$ cat config.mk
export PLATFORM = sky130hd
export DESIGN_NAME = ethernet_encapsulation
export DESIGN_NICKNAME = d
export VERILOG_FILES = /design/src/rtl/ethernet_encapsulation.sv
export SDC_FILE = /design/constraint.sdc
export NUM_CORES = 1
export LEC_CHECK = 0
export BUFFER_PORTS_ARGS = -buffer_cell sky130_fd_sc_hd__buf_2
export CORE_MARGIN = 3
export CORE_UTILIZATION = 57
export CTS_BUF_LIST = sky130_fd_sc_hd__clkbuf_8
export CTS_CLUSTER_SIZE = 30
export DETAILED_ROUTE_END_ITERATION = 8
export GPL_TIMING_DRIVEN = 0
export PLACE_DENSITY = 0.86
export SYNTH_ARGS = -nofsm -noshare
export SYNTH_HDL_FRONTEND = slang
export SYNTH_SLANG_ARGS = --single-unit
export TNS_END_PERCENT = 1
$ cat constraint.sdc
create_clock -name clk -period 4 [get_ports clk]
set_clock_uncertainty 0.2 [all_clocks]
set_input_delay 0.4 -clock clk [delete_from_list [all_inputs] [get_ports clk]]
set_output_delay 0.4 -clock clk [all_outputs]
set_load 0.03 [all_outputs]
$ cat src/rtl/ethernet_encapsulation.sv
// Transmit-side 802.3 framer: wraps a payload byte stream into
// preamble/SFD/DA/SA/length/payload/pad/FCS and drives GMII TX, then
// holds an inter-frame gap.
// Optional build macro: ETH_TX_FCS_INSERT_EN
//   defined   -> CRC-32 is computed and the 4-byte FCS is appended.
//   undefined -> no CRC logic, the frame ends after the last payload/pad
//                byte (for an external FCS inserter).
// Every GMII output is a register loaded from the byte belonging to the
// current state, so the line lags the FSM by one cycle. The first preamble
// byte is loaded directly from IDLE on the accepting edge, which is why
// PREAMBLE itself only spans six cycles.
`timescale 1ns/1ps
module ethernet_encapsulation #(
  parameter logic [47:0] destination_mac_addr = 48'h023528fbdd66,
  parameter logic [47:0] source_mac_addr      = 48'h072227acdb65,
  parameter int          MIN_PAYLOAD          = 46,
  parameter int          MAX_PAYLOAD          = 1500,
  parameter int          IFG_BYTES            = 12
) (
  input  logic        clk,
  input  logic        rst,
  input  logic        tx_start,
  input  logic [15:0] tx_len,
  input  logic [7:0]  s_data,
  input  logic        s_valid,
  output logic        s_ready,
  output logic [7:0]  gmii_data_out,
  output logic        gmii_tx_en,
  output logic        gmii_tx_er,
  output logic        busy,
  output logic        tx_done,
  output logic        len_err,
  output logic        underrun_err
);

  typedef enum logic [3:0] {
    IDLE, PREAMBLE, SFD, DEST_MAC, SRC_MAC, LEN, PAYLOAD, PAD, FCS, IFG
  } state_t;

  state_t      state;
  state_t      state_next;
  state_t      after_data;
  logic [13:0] byte_count;
  logic [15:0] count_ext;
  logic [15:0] len_q;
  logic [15:0] pad_last;

  logic        accept;
  logic        reject;
  logic        underrun;
  logic        frame_end;
  logic [7:0]  emit_data;
  logic        emit_en;
  logic        emit_er;
  logic        done_p0;

  // Selects byte idx (0 = most significant) of a MAC address.
  function automatic logic [7:0] mac_byte(input logic [47:0] mac, input logic [2:0] idx);
    logic [47:0] sh;
    sh = mac << {idx, 3'b000};
    return sh[47:40];
  endfunction

`ifdef ETH_TX_FCS_INSERT_EN
  logic [31:0] crc;
  logic [31:0] fcs;
  logic        crc_en;

  // One byte of reflected CRC-32 (poly 0xEDB88320), LSB of the byte first.
  function automatic logic [31:0] crc32_byte(input logic [31:0] c, input logic [7:0] d);
    logic [31:0] r;
    r = c ^ {24'h000000, d};
    for (int i = 0; i < 8; i++) begin
      r = r[0] ? ((r >> 1) ^ 32'hEDB88320) : (r >> 1);
    end
    return r;
  endfunction

  assign after_data = FCS;
  assign fcs        = ~crc;
  // DA through the last pad byte feed the CRC; an aborted byte does not.
  assign crc_en     = (state inside {DEST_MAC, SRC_MAC, LEN, PAYLOAD, PAD}) && !underrun;
`else
  assign after_data = IFG;
`endif

  assign count_ext = {2'b00, byte_count};
  assign pad_last  = 16'(MIN_PAYLOAD) - len_q - 16'd1;
  assign s_ready   = (state == PAYLOAD);
  assign busy      = (state != IDLE);
  assign frame_end = (state_next == IFG) && (state != IFG) && !underrun;

  // Next-state decision and the byte this state places on the line.
  always_comb begin
    state_next = state;
    accept     = 1'b0;
    reject     = 1'b0;
    underrun   = 1'b0;
    emit_data  = 8'h00;
    emit_en    = 1'b0;
    emit_er    = 1'b0;
    case (state)
      IDLE: begin
        if (tx_start) begin
          if (tx_len <= 16'(MAX_PAYLOAD)) begin
            accept     = 1'b1;
            state_next = PREAMBLE;
            emit_en    = 1'b1;
            emit_data  = 8'h55;
          end else begin
            reject = 1'b1;
          end
        end
      end
      PREAMBLE: begin
        emit_en   = 1'b1;
        emit_data = 8'h55;
        if (count_ext == 16'd5) state_next = SFD;
      end
      SFD: begin
        emit_en    = 1'b1;
        emit_data  = 8'hD5;
        state_next = DEST_MAC;
      end
      DEST_MAC: begin
        emit_en   = 1'b1;
        emit_data = mac_byte(destination_mac_addr, byte_count[2:0]);
        if (count_ext == 16'd5) state_next = SRC_MAC;
      end
      SRC_MAC: begin
        emit_en   = 1'b1;
        emit_data = mac_byte(source_mac_addr, byte_count[2:0]);
        if (count_ext == 16'd5) state_next = LEN;
      end
      LEN: begin
        emit_en   = 1'b1;
        emit_data = (byte_count == 14'd0) ? len_q[15:8] : len_q[7:0];
        if (count_ext == 16'd1) begin
          if (len_q != 16'd0)                   state_next = PAYLOAD;
          else if (len_q < 16'(MIN_PAYLOAD))    state_next = PAD;
          else                                  state_next = after_data;
        end
      end
      PAYLOAD: begin
        emit_en = 1'b1;
        if (s_valid) begin
          emit_data = s_data;
          if (count_ext == len_q - 16'd1) begin
            state_next = (len_q < 16'(MIN_PAYLOAD)) ? PAD : after_data;
          end
        end else begin
          emit_er    = 1'b1;
          underrun   = 1'b1;
          state_next = IFG;
        end
      end
      PAD: begin
        emit_en = 1'b1;
        if (count_ext == pad_last) state_next = after_data;
      end
`ifdef ETH_TX_FCS_INSERT_EN
      FCS: begin
        emit_en   = 1'b1;
        emit_data = fcs[{byte_count[1:0], 3'b000} +: 8];
        if (count_ext == 16'd3) state_next = IFG;
      end
`endif
      IFG: begin
        if (count_ext == 16'(IFG_BYTES - 1)) state_next = IDLE;
      end
      default: state_next = IDLE;
    endcase
  end

  // State register, per-state byte counter and latched length.
  always_ff @(posedge clk or negedge rst) begin
    if (!rst) begin
      state      <= IDLE;
      byte_count <= 14'd0;
      len_q      <= 16'd0;
    end else begin
      state <= state_next;
      if (state_next != state)  byte_count <= 14'd0;
      else if (state != IDLE)   byte_count <= byte_count + 14'd1;
      if (accept) len_q <= tx_len;
    end
  end

  // ---- output stage p0: registered GMII byte and status pulses ----
  // Registers the current byte onto the line and raises the status pulses.
  always_ff @(posedge clk or negedge rst) begin
    if (!rst) begin
      gmii_data_out <= 8'h00;
      gmii_tx_en    <= 1'b0;
      gmii_tx_er    <= 1'b0;
      len_err       <= 1'b0;
      underrun_err  <= 1'b0;
      done_p0       <= 1'b0;
      tx_done       <= 1'b0;
    end else begin
      gmii_data_out <= emit_data;
      gmii_tx_en    <= emit_en;
      gmii_tx_er    <= emit_er;
      len_err       <= reject;
      underrun_err  <= underrun;
      done_p0       <= frame_end;
      // ---- output stage p1: completion pulse, one cycle after the last byte ----
      tx_done       <= done_p0;
    end
  end

`ifdef ETH_TX_FCS_INSERT_EN
  // Running CRC over the bytes as they are driven; restarted per frame.
  always_ff @(posedge clk or negedge rst) begin
    if (!rst)        crc <= 32'hFFFFFFFF;
    else if (accept) crc <= 32'hFFFFFFFF;
    else if (crc_en) crc <= crc32_byte(crc, emit_data);
  end
`endif

endmodule
# Word level (Yosys, flattened, before mapping)
# Cells that the tools add are included.
# word_totals
output_inout_bits	15
inputBits	28
regBits	47
# classes
n_shift	2
mux	29
order_cmp	2
addsub	4
eq_ne	16
n_reduce_logical	9
# ops
op	n
$pmux W8 S7	1
$mux W4	12
$shl A42 B6 Y48 const A	1
$shl A43 B6 Y48 const A	1
$pmux W4 S9	1
$eq A14 B16 Y1	2
$sub A16 B1 Y16 const B	2
$mux W14	2
$eq A4 B3 Y1 const B	4
$le A16 B11 Y1 const B	1
$lt A16 B6 Y1 const B	1
$mux W8	2
$reduce_bool A16 Y1	1
$sub A6 B16 Y16 const A	1
$add A14 B1 Y14 const B	1
$eq A14 B1 Y1 const B	1
$eq A14 B3 Y1 const B	1
$eq A14 B4 Y1 const B	1
$logic_not A14 Y1	1
$mux W7	2
$eq A4 B2 Y1 const B	2
$eq A4 B4 Y1 const B	2
$mux W1	8
$reduce_or A7 Y1	1
other kinds (9)	10

# Depth between registers and ports, before layout
# Gate-level depths: netlist (run 1).
# logic_depth
word_depth	8
mapped_depth	11
mapped_depth_nobuf	9

# Worst setup path before layout (run 1)
# No wires, ideal clock.
# synth_path
path_kind	reg2reg
startpoint	reg len_q[2]
endpoint	reg byte_count[10]
t_arrival_ns	3.027
slack_ns	0.649
setup_ns	0.125
stages_incl_launch_ff	12
n_path_buf	2
t_required_ns	3.675
path_cell_list	dfrtp_1 clkbuf_1 inv_1 ha_1 a21boi_0 nand4_1 o31a_1 a2111o_1 o31a_1 o211ai_1 buf_2 nor3_1
# synth_between
elab_chain_len	7
# synth_rtl
item	line	source
start: declaration	45	logic [15:0] len_q;
start signal: assignment	185	if (accept) len_q <= tx_len;
$sub A6 B16 Y16, or another cell as far along	88	assign pad_last = 16'(MIN_PAYLOAD) - len_q - 16'd1;
$sub A16 B1 Y16, or another cell as far along	88	
$eq A14 B16 Y1, or another cell as far along	159	if (count_ext == pad_last) state_next = after_data;
$mux W4 (on tied branches)	159, 138, 146	
$pmux W4 S9 (*)	102	case (state)
$ne A4 B4 Y1 (*)	183	if (state_next != state) byte_count <= 14'd0;
$mux W14 / $reduce_bool A2 Y1 (equally long branches)	n/a	
end signal: assignment	184	else if (state != IDLE) byte_count <= byte_count + 14'd1;
end: declaration	43	logic [13:0] byte_count;
# Every way passes the cells marked *; elsewhere a longest branch is shown, timed or not.
# A chain may end at the register's enable or synchronous reset.

# Worst setup path after layout (run 1)
# layout_path
startpoint	reg len_q[2]
endpoint	reg byte_count[6]
# Same word-level chain as after synthesis.

==> results of run 1 <==
flip-flops by register name (all words and copies together), names as in the netlist:
| signal | cells |
|---|---|
| done_p0 | 1 |
| underrun_err | 1 |
| tx_done | 1 |
| len_q | 16 |
| gmii_tx_en | 1 |
| gmii_data_out | 8 |
| byte_count | 14 |
| state | 4 |
| len_err | 1 |
logic make-up after synthesis:
family,after synthesis,synth area share [%]
flops,47,31.5
compound gates,102,20.3
buf+inv,56,6.11
xor+xnor,41,9.63
fa+ha+maj,11,3.62
mux,22,6.24
simple gates,154,22.6
worst max-delay path by stage:
stage / depth (start not counted) / to / startpoint / slack [ns]
finish: 10 / byte_count[6] / len_q[2] / 0.18
global route: 10 / byte_count[6] / len_q[2] / 0.04
CTS: 11 / byte_count[6] / len_q[2] / 0.12
detailed placement: 11 / byte_count[6] / len_q[2] / -0.05
global placement: 11 / byte_count[7] / len_q[2] / -0.03
floorplan: 11 / byte_count[10] / len_q[2] / 0.65
synth_stat cells (all sizes together), types with 4 or more instances:
| cell | number | area (µm²) |
|---|---|---|
| dfrtp | 47 | 1180 |
| clkbuf | 27 | 103 |
| nand2 | 24 | 90.1 |
| nor2 | 23 | 86.3 |
| inv | 22 | 82.6 |
| nand3 | 21 | 105 |
| xor2 | 21 | 184 |
| xnor2 | 20 | 175 |
| nor3 | 18 | 90.1 |
| o21ai | 17 | 85.1 |
| a21oi | 15 | 75.1 |
| nor4 | 15 | 93.8 |
| mux2i | 12 | 120 |
| o211ai | 11 | 82.6 |
| ha | 10 | 125 |
| mux2 | 10 | 113 |
| and2 | 9 | 56.3 |
| a22oi | 7 | 52.6 |
| buf | 7 | 42.5 |
| a2111oi | 6 | 58.8 |
| nand4 | 6 | 37.5 |
| a211oi | 5 | 37.5 |
| a21o | 5 | 37.5 |
| or3b | 5 | 43.8 |
| a31oi | 4 | 40.0 |
| and3 | 4 | 25.0 |
| nor2b | 4 | 25.0 |
| o31a | 4 | 35.0 |
| or2 | 4 | 25.0 |
routing by layer:
metal	share of wire, %	GRT usage (%)	vias to the layer above
li1	-	-	1686
met1	40	37.6	1735
met2	47	47.3	218
met3	9.0	5.30	47
met4	4.4	12.9	0
met5	0	0	-
stage by stage:
step	setup TNS, ns	power [µW]	worst slack, ns	hold slack, ns	util [%]
final	0	2110	0.185	0.0592	67.7
after global placement	-0.247	1670	-0.0328	0.133	65.8
after detailed placement	-0.309	1700	-0.0482	0.154	65.8
after global routing	0	2230	0.0389	0.130	67.7
after floorplan	0	1430	0.649	-0.0956	-
after CTS	0	2080	0.123	0.114	67.7
power by group through the flow:
stage          combinational, µW  clock (µW)  sequential [µW]
2_1_floorplan                753           0              673
3_3_place_gp                1060           0              615
3_5_place_dp                1080           0              618
4_1_cts                     1100         375              608
5_1_grt                     1210         394              624
6_report                    1110         380              614
final cells by class:
cell class                 count  area (µm²)
buffer                        33         141
clock inverter                 2        35.0
tap                           75        93.8
clock buffer                   6        82.6
fill                         514        1980
timing repair buffer          42         210
inverter                      22        82.6
multi-input combinational    330        2330
sequential                    47        1180
cell usage in the layout, fill, tap and decap left out, drive strengths merged, types with 4 or more instances in the layout:
master    n
buf      49
dfrtp    47
clkbuf   32
nand2    24
nor2     23
inv      22
nand3    21
xor2     21
xnor2    20
nor3     18
o21ai    17
nor4     15
a21oi    15
mux2i    12
o211ai   11
mux2     10
ha       10
and2      9
a22oi     7
nand4     6
a2111oi   6
or3b      5
a211oi    5
a21o      5
or2       4
nor2b     4
and3      4
o31a      4
a31oi     4
worst max-delay path: stages (launching register included):
cell and delay, ns:
dfrtp_1 0.56, inv_1 0.14, ha_1 0.23, a21boi_1 0.38
nand4_1 0.22, o31a_1 0.35, a2111o_1 0.45, o31a_1 0.31
o211ai_1 0.42, buf_2 0.32, nor3_1 0.10
==> results.py, run 1 <==
metrics = {
    "global_routing": {
        "antenna_found_initial": 0,
        "grt_max_degree": 48,
        "grt_pass1_vias": 3491,
        "grt_overflow": 0,
        "grtUsageTotal_pct": 29.1,
        "grt_pass1_wl_um": 17200,
    },
    "power_and_ir_drop": {
        "power.switching_uw": 946,
        "leakagePower_uw": 0.00181,
        "peakVddDrop_uv": 382,
        "p_sw_share_pct": 44.9,
        "power.density_nw_per_um2": 508,
        "comb_power_share_pct": 52.9,
        "p_seq_share_pct": 29.1,
        "internal_power_uw": 1160,
        "pwr-share-clk_pct": 18.0,
    },
    "routing": {
        "vias": 3686,
        "wl_um": 10400,
        "drc_errors": 0,
        "wire_per_inst_um": 18.7,
        "postRouteAntennaNets": 0,
        "drt_pass1_iterations": 5,
        "drtIter0Drc": 353,
        "via_per_inst": 6.62,
    },
    "final_layout": {
        "final_area_um2": 4150,
        "antennaDiodeCount": 0,
        "drive_above_1_share_pct": 17.4,
        "area.growth.synth_to_final_pct": 11.2,
        "final_cells": 557,
        "nets": 519,
    },
    "logic_synthesis": {
        "synthArstFlopShare_pct": 100,
        "ys_seq_elements": 47,
        "synthCells": 433,
        "synth_area_um2": 3730,
        "ys_seq_area_share_pct": 31.5,
        "synth-edff-count": 0,
        "synthDistinctLibCells": 65,
        "syn-num-nets": 471,
        "syn_area_per_cell_um2": 8.61,
        "synth_ff_type": "dfrtp_1",
        "yosysWarnings": 0,
    },
    "critical_path": {
        "reg2reg_slack_ns": 0.18,
        "crit_fanout": 10,
        "criticalPathCategory": "flip-flop to flip-flop",
        "worstPathRequired_ns": 4.00,
        "cp-start-kind": "flip-flop",
        "r2r_start": "len_q[2]",
        "worstPathArrival_ns": 3.81,
        "end_kind": "flip-flop",
        "rr_worst_depth": 10,
        "rr_endpoint": "byte_count[6]",
    },
    "timing": {
        "slew_viol_final": 0,
        "worst_pin_slew_ns": 1.06,
        "hold_violations": 0,
        "setup_viol": 0,
        "grt_setup_unrepaired": "no",
        "min_period_ns": 3.82,
        "max_freq_mhz": 262,
        "timing.final.crit_share_pct": 95.4,
        "slew_headroom_pct": 29.5,
    },
    "place": {
        "dpl_cell_area_um2": 4030,
        "hpwl_um": 7770,
        "gp_congestion": 0.949,
        "port_buffers": 42,
        "placedCellCount": 550,
    },
    "clock_network": {
        "cts_buffers": 5,
        "cts_tree": "yes",
        "cts_setup_buffers": 0,
        "clk_latency_ns": 0.33,
        "clk_pin_slew_worst_paths_ns": 0.10,
        "clkSinkCount": 47,
        "cts_hold_buf": 0,
        "root_buffer": "clkbuf_8",
        "cts.path.max_buffers": 2,
        "cts_max_level": 2,
        "postCtsResizedCells": 1,
    },
    "die": {
        "rows": 28,
        "start_util_pct": 60.8,
        "dieHeight_um": 86.9,
        "ios": 43,
        "die_w_um": 86.9,
        "die_area_um2": 7550,
        "core_area_um2": 6130,
    },
    "status": {
        "status": "finished clean",
    },
    "min_path": {
        "hold_class": "primary input to async pin",
    },
    "flow_run": {
        "drv_cap": 0,
    },
}
No activity file was read; power rests on OpenSTA's default activity.
==> run 2, diff against run 1 <==
Settings changed: PLACE_DENSITY 0.86 to 0.87.
Clock period 4 ns to 4.95 ns, I/O delays scaled along.
==> run 2 against run 1 <==
Compared with the run above:
- count of clock-buffer cells in the layout shrank 1
- core utilization fell by 0.55 points
- maximum frequency fell by 10%
- non-clock buffer count is 1 higher
- worst hold slack improved by 0.086 ns
- sequential share of layout area grew 0.23 points
- via count decreased by 1.1%
- global-route usage fell by 0.55 points
- setup slack improved by 0.52 ns
- wire length decreased by 0.98%
- critical endpoint is now byte_count[12]
- largest power group unchanged
==> results.py, run 2 (synthesis gave the netlist of run 1 again) <==
metrics = {
    "status": {
        "status": "finished clean",
    },
    "critical_path": {
        "slowest_stage": "a21boi_0",
        "cp-start-kind": "flip-flop",
        "rr_worst_depth": 11,
        "worstPathRequired_ns": 4.94,
        "reg2reg_slack_ns": 0.71,
        "worstPathArrival_ns": 4.24,
        "crit_family": "compound AO/OA/AOI/OAI gates",
        "r2r_start": "len_q[2]",
        "rr_endpoint": "byte_count[12]",
        "crit_buf_inv": 3,
        "worstPathCellList": "clkbuf_1 -> inv_1 -> ha_1 -> a21boi_0 -> nand4_1 -> o31a_1 -> a2111o_1 -> o31a_1 -> o211ai_1 -> buf_2 -> nor3_1",
        "criticalPathCategory": "flip-flop to flip-flop",
        "crit_fanout": 10,
        "slowest_delay_ns": 0.57,
        "end_kind": "flip-flop",
        "crit_top_cell": "o31a_1",
    },
    "power_and_ir_drop": {
        "power.density_nw_per_um2": 395,
        "leakagePower_uw": 0.00180,
        "peakVddDrop_uv": 250,
    },
    "final_layout": {
        "final_common_cell": "dfrtp_1",
        "area.growth.synth_to_final_pct": 10.3,
        "largest_register_ffs": 16,
        "antennaDiodeCount": 0,
        "final_cell_mix": "47 x dfrtp_1, 46 x buf_2, 26 x clkbuf_1",
        "nets": 520,
        "top_regs": "len_q x16, byte_count x14, gmii_data_out x8",
        "largest_register": "len_q",
        "drive_above_1_share_pct": 17.0,
        "final_area_um2": 4120,
    },
    "global_routing": {
        "antenna_found_initial": 0,
        "grtUsageTotal_pct": 28.5,
        "grt_overflow": 0,
        "grt_pass1_vias": 3556,
        "grt_pass1_wl_um": 16900,
        "grt_max_degree": 48,
    },
    "clock_network": {
        "cts_buffers": 5,
        "cts_tree": "yes",
        "clkSinkCount": 47,
        "cts.path.max_buffers": 2,
        "cts_max_level": 2,
        "clk_latency_ns": 0.31,
        "root_buffer": "clkbuf_8",
        "cts_setup_buffers": 0,
        "cts_hold_buf": 0,
        "postCtsResizedCells": 0,
        "clk_pin_slew_worst_paths_ns": 0.09,
    },
    "timing": {
        "slew_viol_final": 0,
        "hold_violations": 0,
        "timing.final.crit_share_pct": 85.7,
        "setup_viol": 0,
        "grt_setup_unrepaired": "no",
        "min_period_ns": 4.24,
        "max_freq_mhz": 236,
        "worst_pin_slew_ns": 1.06,
        "slew_headroom_pct": 29.6,
        "setup-tns-final_ns": 0,
        "whs_ns": 0.145,
    },
    "place": {
        "gp_congestion": 0.947,
        "hpwl_um": 7780,
        "port_buffers": 42,
        "dpl_cell_area_um2": 4030,
    },
    "die": {
        "ios": 43,
        "rows": 28,
        "start_util_pct": 60.8,
        "core_area_um2": 6130,
        "die_area_um2": 7550,
        "die_w_um": 86.9,
        "dieHeight_um": 86.9,
    },
    "routing": {
        "wire_per_inst_um": 18.4,
        "drt_pass1_iterations": 5,
        "drc_errors": 0,
        "drtIter0Drc": 336,
        "wl_um": 10300,
        "vias": 3646,
        "via_per_inst": 6.53,
        "postRouteAntennaNets": 0,
    },
    "min_path": {
        "hold_class": "primary input to async pin",
    },
    "flow_run": {
        "drv_cap": 0,
    },
}
==> run 2: worst max-delay path by stage <==
stage	from	to	slack [ns]	cells past startpoint
after global placement	len_q[2]	byte_count[9]	0.94	11
after detailed placement	len_q[2]	byte_count[6]	0.84	11
after floorplan	len_q[2]	byte_count[10]	1.60	11
after CTS	len_q[2]	byte_count[6]	0.80	11
final	len_q[2]	byte_count[12]	0.71	11
after global routing	len_q[2]	state[2]	0.48	10
==> run 2: worst register-to-register path: cells and delay by family (launching register included) <==
kind / cells / cell delay [ns]
buffers and inverters: 3 / 0.86
adder cells (fa/ha/maj): 1 / 0.23
AO/OA/AOI/OAI: 5 / 2.12
flip-flops: 1 / 0.36
AND/OR/NAND/NOR: 2 / 0.36
==> run 2: through the flow <==
stage / instances / power (µW) / util [%] / worst slack (ns)
floorplan: 433 / 1150 / - / 1.60
finish: 558 / 1630 / 67.1 / 0.709
detailed placement: 550 / 1380 / 65.8 / 0.841
CTS: 558 / 1610 / 67.1 / 0.799
global placement: 550 / 1350 / 65.8 / 0.936
global route: 558 / 1730 / 67.1 / 0.478
==> run 2: area by class of cell <==
class	instances	area [µm²]
multi-input cells	330	2330
fillers	516	2020
flip-flops and latches	47	1180
repair buffers	42	210
plain buffers	34	145
well taps	75	93.8
inverters	22	82.6
clock buffers	5	68.8
clock inverters	3	12.5
==> run 2: power by group <==
group / total [µW] / internal [µW] / switching (µW)
Sequential: 494 / 444 / 49.5
Combinational: 903 / 331 / 572
Clock: 230 / 95.4 / 134
==> run 2: per-layer routing <==
layer	GRT usage, %	routed length, µm	vias up
met5	0	0	-
met4	10.8	246	0
met3	5.68	910	26
met2	48.7	4950	207
met1	35.4	4180	1713
li1	-	-	1700
==> run 3, diff against run 2 <==
Settings changed: CORE_UTILIZATION 57 to 55, PLACE_DENSITY 0.87 to 0.88.
Clock period 4.95 ns to 3.85 ns, I/O delays scaled along.
==> run 3 against run 2 <==
Compared with the run above:
- first-iteration DRC count shrank 13%
- via count grew 2.7%
- final area grew 1.5%
- critical path depth grew 1
- core utilization shrank 2.5 points
- critical endpoint is now byte_count[9]
- cell count grew 0.72%
- setup slack lost 0.52 ns
- die area grew 3.4%
- non-clock buffer count grew 2
- largest power group unchanged
- largest cell class unchanged
==> results.py, run 3 (synthesis gave the netlist of run 1 again) <==
metrics = {
    "status": {
        "status": "finished clean",
    },
    "clock_network": {
        "cts_tree": "yes",
        "cts_max_level": 2,
        "root_buffer": "clkbuf_8",
        "cts_hold_buf": 0,
        "clkSinkCount": 47,
        "clk_pin_slew_worst_paths_ns": 0.09,
        "cts_buffers": 5,
        "clk_latency_ns": 0.31,
        "cts.path.max_buffers": 2,
    },
    "die": {
        "ios": 43,
        "start_util_pct": 57.7,
        "die_w_um": 88.4,
        "die_area_um2": 7810,
        "dieHeight_um": 88.4,
        "core_area_um2": 6460,
        "rows": 29,
    },
    "critical_path": {
        "end_kind": "flip-flop",
        "worstPathCellList": "clkbuf_2 -> inv_1 -> ha_1 -> a21boi_1 -> nand4_1 -> o31a_1 -> a2111o_1 -> o31a_1 -> o211ai_1 -> buf_4 -> buf_2 -> nor3_1",
        "crit_family": "compound AO/OA/AOI/OAI gates",
        "cp-start-kind": "flip-flop",
        "path_depth": 12,
        "criticalPathCategory": "flip-flop to flip-flop",
        "crit_top_cell": "o31a_1",
        "slowest_delay_ns": 0.45,
        "slowest_stage": "a2111o_1",
        "rr_worst_depth": 12,
        "crit_fanout": 10,
        "crit_buf_inv": 4,
        "worstPathArrival_ns": 3.66,
        "worstPathRequired_ns": 3.84,
    },
    "final_layout": {
        "top_regs": "len_q x16, byte_count x14, gmii_data_out x8",
        "antennaDiodeCount": 0,
        "final_cell_mix": "47 x dfrtp_1, 46 x buf_2, 25 x clkbuf_1",
        "final_cells": 562,
        "largest_register_ffs": 16,
        "largest_register": "len_q",
        "utilization_pct": 64.7,
        "area.growth.synth_to_final_pct": 12.0,
        "nets": 522,
        "drive_above_1_share_pct": 18.1,
        "final_common_cell": "dfrtp_1",
    },
    "global_routing": {
        "grt_overflow": 0,
        "antenna_found_initial": 0,
        "grt_pass1_wl_um": 17000,
        "grtUsageTotal_pct": 27.9,
        "grt_pass1_vias": 3534,
        "grt_max_degree": 48,
    },
    "timing": {
        "grt_setup_unrepaired": "no",
        "slew_viol_final": 0,
        "setup-tns-final_ns": 0,
        "timing.final.crit_share_pct": 95.2,
        "whs_ns": 0.0619,
        "hold_violations": 0,
        "setup_viol": 0,
        "slew_headroom_pct": 29.5,
        "worst_pin_slew_ns": 1.06,
        "min_period_ns": 3.66,
        "max_freq_mhz": 273,
    },
    "place": {
        "hpwl_um": 7870,
        "port_buffers": 42,
        "placedCellCount": 552,
        "gp_congestion": 0.942,
    },
    "routing": {
        "route.met3.wl_um": 804,
        "drt_pass1_iterations": 5,
        "drc_errors": 0,
        "wire_per_inst_um": 18.9,
        "vias": 3743,
        "drtIter0Drc": 291,
        "wl_um": 10600,
        "via_per_inst": 6.66,
        "wl_met2_um": 5010,
        "met1Wirelength_um": 4410,
        "postRouteAntennaNets": 0,
        "top_layer": "met4",
    },
    "power_and_ir_drop": {
        "leakagePower_uw": 0.00182,
        "peakVddDrop_uv": 249,
        "finalPower_uw": 2220,
        "power.density_nw_per_um2": 532,
    },
    "min_path": {
        "hold_class": "primary input to async pin",
    },
    "flow_run": {
        "drv_cap": 0,
    },
}
==> run 3: changes by cell type in the layout (fill, tap and decap cells not counted), sizes merged <==
cell,delta
buf,+2
bufinv,+1
clkbuf,+1
inv,-2
==> run 3: path summary, 6_finish.rpt <==
| kind | startpoint | to | slack, ns |
|---|---|---|---|
| max | len_q[2] | byte_count[9] | 0.19 |
| min | rst | gmii_data_out[5] | 0.06 |
| max reg2reg | len_q[2] | byte_count[9] | 0.19 |
| min reg2reg | done_p0 | tx_done | 0.18 |
| max in group asynchronous | rst | len_q[3] | 2.74 |
| min in group clk | s_data[1] | gmii_data_out[1] | 0.09 |
==> run 3: report_power, final <==
| group | total, µW | switching, µW | leakage (µW) | internal, µW |
|---|---|---|---|---|
| Clock | 385 | 175 | 0.0000612 | 210 |
| Combinational | 1200 | 750 | 0.00113 | 451 |
| Sequential | 634 | 63.0 | 0.000631 | 571 |
| Total | 2220 | 988 | 0.00182 | 1230 |
==> run 3: final cells by class <==
class / count / area [µm²]
fill: 560 / 2280
inverter: 22 / 82.6
multi-input combinational: 330 / 2330
timing repair buffer: 44 / 225
tap: 77 / 96.3
clock buffer: 6 / 82.6
sequential: 47 / 1180
buffer: 34 / 146
clock inverter: 2 / 35.0
==> run 3: layer usage <==
layer	GRT usage (%)	vias to the layer above
li1	-	1699
met1	35.5	1772
met2	46.8	220
met3	5.12	52
met4	11.7	0
met5	0	-
==> run 3: worst register-to-register path: stages, from the launching register on <==
cell and delay [ns]:
dfrtp_1 0.39, clkbuf_2 0.19, inv_1 0.14, ha_1 0.17, a21boi_1 0.40, nand4_1 0.26
o31a_1 0.36, a2111o_1 0.45, o31a_1 0.32, o211ai_1 0.20, buf_4 0.17, buf_2 0.22
nor3_1 0.09
==> run 3: per-stage QoR <==
stage | worst slack, ns | instance area [µm²]
finish | 0.186 | 4180
global route | 0.0427 | 4180
CTS | 0.0827 | 4170
detailed placement | -0.176 | 4040
global placement | -0.132 | 4040
floorplan | 0.499 | 3730
==> run 3: what timing repair did <==
item	in CTS	in global routing
setup buffers	2	0
resized for setup	1	5
pin swaps	1	0
endpoints found under the setup margin	12	14
